**src/rtl/mmc1_serial_writer.sv**
```systemverilog
// Programs an MMC1 mapper over its 5-bit serial port, LSB first, with idle gap cycles between writes.
// Optional MMC1_RESET_PREFIX_EN adds a shift-register reset write (8'h80) ahead of each transaction.
module mmc1_serial_writer #(
  parameter int unsigned GAP_CYCLES = 1,
  parameter logic [12:0] ADDR_LOW   = 13'h0000
) (
  input  logic        clk_cpu,
  input  logic        rst,
  input  logic        req_valid,
  output logic        req_ready,
  input  logic [1:0]  req_sel,
  input  logic [4:0]  req_val,
  input  logic        bus_gnt,
  output logic [14:0] cpu_addr,
  output logic [7:0]  cpu_data_o,
  output logic        cpu_rw,
  output logic        romsel,
  output logic        done,
  output logic [4:0]  shadow_ctrl,
  output logic [4:0]  shadow_chr0,
  output logic [4:0]  shadow_chr1,
  output logic [4:0]  shadow_prg
);

  localparam logic [3:0] GAP_LAST = 4'(GAP_CYCLES - 1);

  typedef enum logic [2:0] {
    S_IDLE  = 3'd0,
`ifdef MMC1_RESET_PREFIX_EN
    S_RSTW  = 3'd1,
`endif
    S_WRITE = 3'd2,
    S_GAP   = 3'd3,
    S_DONE  = 3'd4
  } state_t;

  state_t      state, next_state;
  logic [1:0]  sel_q;
  logic [4:0]  val_q;
  logic [2:0]  bit_cnt;
  logic [3:0]  gap_cnt;
  logic        accept;
  logic        gap_last;
`ifdef MMC1_RESET_PREFIX_EN
  logic        prefix_q;
`endif

  assign accept   = (state == S_IDLE) && req_valid;
  assign gap_last = (gap_cnt == GAP_LAST);

  always_ff @(posedge clk_cpu) begin
    if (rst) state <= S_IDLE;
    else     state <= next_state;
  end

  always_comb begin
    next_state = state;
    unique case (state)
      S_IDLE: begin
        if (accept) begin
`ifdef MMC1_RESET_PREFIX_EN
          next_state = S_RSTW;
`else
          next_state = S_WRITE;
`endif
        end
      end
`ifdef MMC1_RESET_PREFIX_EN
      S_RSTW:  if (bus_gnt) next_state = S_GAP;
`endif
      S_WRITE: if (bus_gnt) next_state = S_GAP;
      S_GAP: begin
        if (gap_last) begin
`ifdef MMC1_RESET_PREFIX_EN
          if (prefix_q)              next_state = S_WRITE;
          else if (bit_cnt == 3'd4)  next_state = S_DONE;
          else                       next_state = S_WRITE;
`else
          if (bit_cnt == 3'd4) next_state = S_DONE;
          else                 next_state = S_WRITE;
`endif
        end
      end
      S_DONE:  next_state = S_IDLE;
      default: next_state = S_IDLE;
    endcase
  end

  // Bus strobes decode the state register directly so a stalled grant never consumes a bit.
  always_comb begin
    req_ready  = 1'b0;
    done       = 1'b0;
    cpu_rw     = 1'b1;
    romsel     = 1'b0;
    cpu_addr   = '0;
    cpu_data_o = '0;
    unique case (state)
      S_IDLE: req_ready = 1'b1;
`ifdef MMC1_RESET_PREFIX_EN
      S_RSTW: begin
        if (bus_gnt) begin
          cpu_rw     = 1'b0;
          romsel     = 1'b1;
          cpu_addr   = {sel_q, ADDR_LOW};
          cpu_data_o = 8'h80;
        end
      end
`endif
      S_WRITE: begin
        if (bus_gnt) begin
          cpu_rw     = 1'b0;
          romsel     = 1'b1;
          cpu_addr   = {sel_q, ADDR_LOW};
          cpu_data_o = {7'b0, val_q[bit_cnt]};
        end
      end
      S_DONE:  done = 1'b1;
      default: ;
    endcase
  end

  always_ff @(posedge clk_cpu) begin
    if (rst) begin
      sel_q       <= '0;
      val_q       <= '0;
      bit_cnt     <= '0;
      gap_cnt     <= '0;
      shadow_ctrl <= 5'h0C;
      shadow_chr0 <= '0;
      shadow_chr1 <= '0;
      shadow_prg  <= '0;
`ifdef MMC1_RESET_PREFIX_EN
      prefix_q    <= 1'b0;
`endif
    end else begin
      if (accept) begin
        sel_q    <= req_sel;
        val_q    <= req_val;
        bit_cnt  <= '0;
`ifdef MMC1_RESET_PREFIX_EN
        prefix_q <= 1'b1;
`endif
      end

      if (state == S_GAP && !gap_last) gap_cnt <= gap_cnt + 4'd1;
      else                             gap_cnt <= '0;

      if (state == S_GAP && gap_last) begin
`ifdef MMC1_RESET_PREFIX_EN
        if (prefix_q)             prefix_q <= 1'b0;
        else if (bit_cnt != 3'd4) bit_cnt  <= bit_cnt + 3'd1;
`else
        if (bit_cnt != 3'd4) bit_cnt <= bit_cnt + 3'd1;
`endif
      end

`ifdef MMC1_RESET_PREFIX_EN
      if (state == S_RSTW && bus_gnt) shadow_ctrl <= shadow_ctrl | 5'h0C;
`endif

      if (state == S_DONE) begin
        unique case (sel_q)
          2'd0: shadow_ctrl <= val_q;
          2'd1: shadow_chr0 <= val_q;
          2'd2: shadow_chr1 <= val_q;
          2'd3: shadow_prg  <= val_q;
          default: ;
        endcase
      end
    end
  end

endmodule

```
**config.mk**
```make
export PLATFORM = sky130hd
export DESIGN_NAME = mmc1_serial_writer
export DESIGN_NICKNAME = d
export VERILOG_FILES = /design/src/rtl/mmc1_serial_writer.sv
export SDC_FILE = /design/constraint.sdc
export NUM_CORES = 1
export LEC_CHECK = 0
export BUFFER_PORTS_ARGS = -buffer_cell sky130_fd_sc_hd__buf_2
export CAP_MARGIN = 20
export CORE_UTILIZATION = 43
export DETAILED_ROUTE_END_ITERATION = 12
export PLACE_DENSITY = 0.79
export REMOVE_ABC_BUFFERS = 1
export SETUP_SLACK_MARGIN = 0.5
export SLEW_MARGIN = 0
export SYNTH_ARGS = -nofsm -noshare
export SYNTH_HDL_FRONTEND = slang
export SYNTH_SLANG_ARGS = --single-unit
```
**constraint.sdc**
```tcl
create_clock -name clk_cpu -period 2.5 [get_ports clk_cpu]
set_input_delay 0.125 -clock clk_cpu [delete_from_list [all_inputs] [get_ports clk_cpu]]
set_output_delay 0.125 -clock clk_cpu [all_outputs]
set_load 0.02 [all_outputs]
```
==> flow_metrics.env, run 1 <==
export IMPL_status="finished clean"
export IMPL_synth_flop_cell="dfxtp_1"
export IMPL_grt_max_degree=26
export IMPL_numCtsBuffers=5
export IMPL_p_leak_nw=0.951
export IMPL_required_ns=2.38
export IMPL_p_sw_share_pct=24.4
export IMPL_slew_viol_final=0
export IMPL_synth_edf_count=0
export IMPL_dp_hpwl_um=2430
export IMPL_arrival_ns=1.51
export IMPL_place_gp_congestion=0.757
export IMPL_async_flop_share_pct=0
export IMPL_power_frac_seq_pct=53.1
export IMPL_nets=248
export IMPL_synth_seq_cells=37
export IMPL_max_freq_mhz=613
export IMPL_area_growth_pct=12.9
export IMPL_pin_count=58
export IMPL_tritoncts="yes"
export IMPL_finalCritPeriodShare_pct=65.2
export IMPL_worstMarginPinSlew_ns=0.770
export IMPL_start_util_pct=44.5
export IMPL_p_comb_share_pct=7.8
export IMPL_wl_per_cell_um=11.7
export IMPL_portBuffers=37
export IMPL_drv_cap=0
export IMPL_power_frac_clock_pct=39.0
export IMPL_finalPower_mw=1.15
export IMPL_vias=1359
export IMPL_clock_sinks=37
export IMPL_overflow=0
export IMPL_setup_viol=0
export IMPL_crit_type="register to output pin"
export IMPL_path_delay_family="flip-flops"
export IMPL_crit_path_end_kind="output pin"
export IMPL_fin_crit_ns=1.63
export IMPL_critical_path_buf_inv_count=1
export IMPL_n_antenna_cell=0
export IMPL_drc=0
export IMPL_final_common_cell="nand2_1"
export IMPL_grt_pass1_wl_um=5240
export IMPL_critical_path_max_fanout=8
export IMPL_drtAntennaViolNets=0
export IMPL_netlist_area_mm2=0.00178
export IMPL_synth_warnings=0
export IMPL_finalHoldViolations=0
export IMPL_intPower_uw=871
export IMPL_slew_headroom_pct=48.5
export IMPL_grt_pass1_vias=1204
export IMPL_dieArea_mm2=0.00440
export IMPL_core_mm2=0.00400
export IMPL_cts_setup_buffers=0
export IMPL_clk_path_buf_depth=2
export IMPL_fin_util_pct=50.2
export IMPL_peakVddDrop_v=0.000252
export IMPL_cts_clk_slew_worst_paths_ns=0.07
export IMPL_syn_instance_count=200
export IMPL_worstPathCellList="mux2i_1, nor3_1, o31a_1, buf_2"
export IMPL_drt_pass1_iter_count=4
export IMPL_viasPerCell=4.79
export IMPL_dpl_cell_area_mm2=0.00191
export IMPL_ctsHoldBuffers=0
export IMPL_rsz0062_at_grt="no"
export IMPL_netlist_cell_type_count=40
export IMPL_tns_ns=0
export IMPL_die_w_um=66.3
export IMPL_ys_seq_area_share_pct=41.6
export IMPL_cts_root_buf="clkbuf_8"
export IMPL_drive_gt1_share_pct=23.1
export IMPL_fin_skew_ns=0.00347
export IMPL_power_switching_uw=281
export IMPL_drt_total_wl_um=3320
export IMPL_worstSkewPairLatency_ns=0.28
export IMPL_htreeDepth=2
export IMPL_cts_resized=0
export IMPL_power_density_mw_per_mm2=573
export IMPL_final_area_mm2=0.00201
export IMPL_start_kind="register"
export IMPL_placementRows=23
export IMPL_die_h_um=66.3
export IMPL_hold_path_class="primary input to register"
export IMPL_grt_use_total_pct=16.1
export IMPL_syn_avg_cell_area_um2=8.90
export IMPL_drtIter0Drc=46
export IMPL_critPathSlowestCell="dfxtp_1"
export IMPL_final_cell_mix="40 x nand2_1, 37 x dfxtp_1, 37 x buf_2"
export IMPL_antenna_found_initial=0
export IMPL_slowest_delay_ns=0.49
kinds of logic (layout without fill, tap and decap cells):
| kind of cell | count (synthesis) | count (layout) | synth area share [%] |
|---|---|---|---|
| simple gates | 76 | 76 | 22.3 |
| other cells | 1 | 20 | 0.211 |
| compound gates | 20 | 20 | 7.24 |
| fa+ha+maj | 4 | 4 | 2.81 |
| xor+xnor | 2 | 2 | 0.984 |
| mux | 22 | 22 | 12.4 |
| buf+inv | 38 | 53 | 12.4 |
| flops | 37 | 37 | 41.6 |
cell usage after synthesis (2+ instances only):
cell type,count,share of area [%]
nor3_1,4,1.1
nand3b_1,2,0.84
and2_1,2,0.70
nor2_1,8,1.7
dfxtp_1,37,42
clkbuf_1,7,1.5
nand2_1,40,8.4
inv_1,7,1.5
nand3_1,4,1.1
mux2i_1,22,12
nor3b_1,2,0.84
buf_2,3,0.84
ha_1,4,2.8
buf_4,20,8.4
a21oi_1,12,3.4
o211ai_1,2,0.84
registers in the layout (all words and copies together) (netlist names):
register and flops:
val_q 5, sel_q 2, bit_cnt 3, gap_cnt 4
shadow_chr1 5, state 3, shadow_chr0 5, shadow_prg 5
shadow_ctrl 5
routing by layer:
metal / track usage [%] / part of all wire (%)
met1: 19.5 / 47
met2: 26.0 / 47
met3: 4.14 / 4.6
met4: 8.78 / 1.8
met5: 0 / 0
stage by stage:
step                setup WS (ns)  hold slack [ns]  std cells
finish                      0.870           0.0765        284
global route                0.788           0.0947        284
CTS                         0.858           0.0654        284
detailed placement          0.902            0.372        276
global placement            0.946            0.373        276
floorplan                   0.984            0.194        189
final timing paths:
path	slack, ns	cells after the start	end	start
setup / recovery	0.87	4	cpu_data_o[0]	bit_cnt[2]
hold / removal	0.08	3	val_q[1]	req_val[1]
setup reg to reg	0.89	5	bit_cnt[2]	gap_cnt[0]
hold reg to reg	0.45	2	shadow_prg[0]	shadow_prg[0]
worst register-to-register path: stages (launching register included):
cell	delay (ns)
dfxtp_1	0.34
inv_1	0.06
ha_1	0.14
or3b_2	0.50
o311ai_0	0.35
a21oi_1	0.10
final cells by class:
class / instances / area (µm²)
Clock buffer: 7 / 96.3
Clock inverter: 1 / 5.00
Fill cell: 390 / 1990
Inverter: 8 / 30.0
Multi-Input combinational cell: 144 / 890
Sequential cell: 37 / 741
Tap cell: 50 / 62.6
Timing Repair Buffer: 37 / 185
power groups by stage:
stage | clock, mW | combinational, mW | sequential (mW)
2_1_floorplan | 0 | 0.0654 | 0.622
3_3_place_gp | 0 | 0.0897 | 0.625
3_5_place_dp | 0 | 0.0903 | 0.625
4_1_cts | 0.461 | 0.0905 | 0.612
5_1_grt | 0.486 | 0.101 | 0.613
6_report | 0.450 | 0.0903 | 0.612
No activity file was read; power rests on OpenSTA's default activity.
==> run 2, diff against run 1 <==
--- a/config.mk
+++ b/config.mk
@@ -9,7 +9,7 @@
 export CAP_MARGIN = 20
 export CORE_UTILIZATION = 43
 export DETAILED_ROUTE_END_ITERATION = 12
-export PLACE_DENSITY = 0.79
+export PLACE_DENSITY = 0.81
 export REMOVE_ABC_BUFFERS = 1
 export SETUP_SLACK_MARGIN = 0.5
 export SLEW_MARGIN = 0
==> constraint.sdc (replaced) <==
create_clock -name clk_cpu -period 1.45 [get_ports clk_cpu]
set_input_delay 0.0725 -clock clk_cpu [delete_from_list [all_inputs] [get_ports clk_cpu]]
set_output_delay 0.0725 -clock clk_cpu [all_outputs]
set_load 0.02 [all_outputs]
==> flow_metrics.env, run 2 (same netlist as run 1, synthesis figures left out) <==
export IMPL_wl_per_cell_um=13.3
export IMPL_die_w_um=66.3
export IMPL_fin_skew_ns=0.0114
export IMPL_place_ws_ns=-0.0918
export IMPL_critical_path_max_fanout=2
export IMPL_fin_crit_ns=1.47
export IMPL_nFillCells=331
export IMPL_portBuffers=37
export IMPL_crit_path_end_kind="output pin"
export IMPL_nets=273
export IMPL_drtIter0Drc=90
export IMPL_finalHoldViolations=0
export IMPL_layoutNonFillerInstCount=309
export IMPL_finalPower_mw=2.22
export IMPL_status="finished with violations"
export IMPL_critPathSlowestCell="dfxtp_4"
export IMPL_antenna_found_initial=0
export IMPL_hold_path_class="primary input to register"
export IMPL_p_leak_nw=1.15
export IMPL_pin_count=58
export IMPL_arrival_ns=1.40
export IMPL_drv_cap=0
export IMPL_grt_max_degree=15
export IMPL_drt_pass1_iter_count=4
export IMPL_worst_slack_ns=-0.0184
export IMPL_tritoncts="yes"
export IMPL_violations="negative setup slack"
export IMPL_dp_cells=289
export IMPL_place_gp_congestion=0.756
export IMPL_power_density_mw_per_mm2=897
export IMPL_wl_met3_um=167
export IMPL_worstSkewPairLatency_ns=0.29
export IMPL_start_util_pct=44.5
export IMPL_numCtsBuffers=5
export IMPL_area_growth_pct=38.7
export IMPL_rsz0062_at_grt="yes"
export IMPL_met1_length_um=1820
export IMPL_drt_total_wl_um=4110
export IMPL_dieArea_mm2=0.00440
export IMPL_final_common_cell="nand2_1"
export IMPL_vias=1520
export IMPL_viasPerCell=4.92
export IMPL_max_freq_mhz=681
export IMPL_clk_path_buf_depth=2
export IMPL_grt_use_total_pct=19.5
export IMPL_worstPathCellList="mux2i_1, nor3_1, o31a_1, buf_6"
export IMPL_core_mm2=0.00400
export IMPL_tns_ns=-0.0184
export IMPL_final_cell_mix="39 x nand2_1, 30 x buf_2, 29 x dfxtp_1"
export IMPL_grt_pass1_vias=1431
export IMPL_highest_layer="met4"
export IMPL_rrSetupSlack_ns=0.03
export IMPL_clock_sinks=37
export IMPL_slew_viol_final=0
export IMPL_placementRows=23
export IMPL_drc=0
export IMPL_finalCritPeriodShare_pct=101
export IMPL_peakVddDrop_v=0.000575
export IMPL_start_kind="register"
export IMPL_die_h_um=66.3
export IMPL_slew_headroom_pct=65.6
export IMPL_n_antenna_cell=0
export IMPL_required_ns=1.38
export IMPL_dr_wl_met2_um=2080
export IMPL_dp_hpwl_um=2740
export IMPL_grt_pass1_wl_um=6370
export IMPL_setup_viol=1
export IMPL_drtAntennaViolNets=0
export IMPL_slowest_delay_ns=0.36
export IMPL_cts_root_buf="clkbuf_8"
export IMPL_overflow=0
export IMPL_drive_gt1_share_pct=41.3
export IMPL_htreeDepth=2
export IMPL_crit_type="register to output pin"
export IMPL_fin_util_pct=61.7
export IMPL_cts_clk_slew_worst_paths_ns=0.07
export IMPL_worstMarginPinSlew_ns=0.515
==> run 2: worst paths after layout <==
kind,from,endpoint,cells after the start
min reg2reg,shadow_chr0[2],shadow_chr0[2],2
min,req_val[2],val_q[2],3
max reg2reg,state[2],bit_cnt[1],3
max,bit_cnt[2],cpu_data_o[0],4
==> run 2: final cells by class <==
class / instances / area, µm² / area share, %
timing repair buffer: 62 / 447 / 18.1
clock buffer: 6 / 82.6 / 3.34
sequential: 37 / 756 / 30.6
tap: 50 / 62.6 / 2.53
inverter: 8 / 37.5 / 1.52
multi-input combinational: 144 / 1050 / 42.4
clock inverter: 2 / 37.5 / 1.52
==> run 2: where the power goes <==
| part | switching, mW | total, mW | internal (mW) |
|---|---|---|---|
| logic | 0.141 | 0.225 | 0.0841 |
| registers | 0.0235 | 1.05 | 1.03 |
| clock network | 0.381 | 0.940 | 0.559 |
==> run 2: critical path: cells and delay by family, from the launching register on <==
kind                   cells  cell delay (ns)
buffers and inverters      1             0.14
DFF                        1             0.36
muxes                      1             0.26
AOI/OAI and AO/OA          1             0.27
and+or+nand+nor            1             0.09
==> run 2: per-stage QoR <==
stage               hold slack [ns]  area, µm²
CTS                          0.0151       2370
global route                0.00990       2470
detailed placement            0.319       2010
floorplan                     0.142       1660
finish                       0.0180       2470
global placement              0.320       2010
==> run 2: timing repair <==
action,in CTS,in global routing
gates resized for setup,52,16
pin swaps,14,4
endpoints found under the setup margin,44,44
endpoints found under the hold margin,0,0
hold buffers,0,0
buffers inserted,6,6
==> run 2: metal layers <==
metal | vias up | global-route usage, %
met4 | 0 | 6.12
met2 | 44 | 34.8
met1 | 723 | 22.9
met3 | 5 | 4.48
li1 | 748 | -
met5 | - | 0
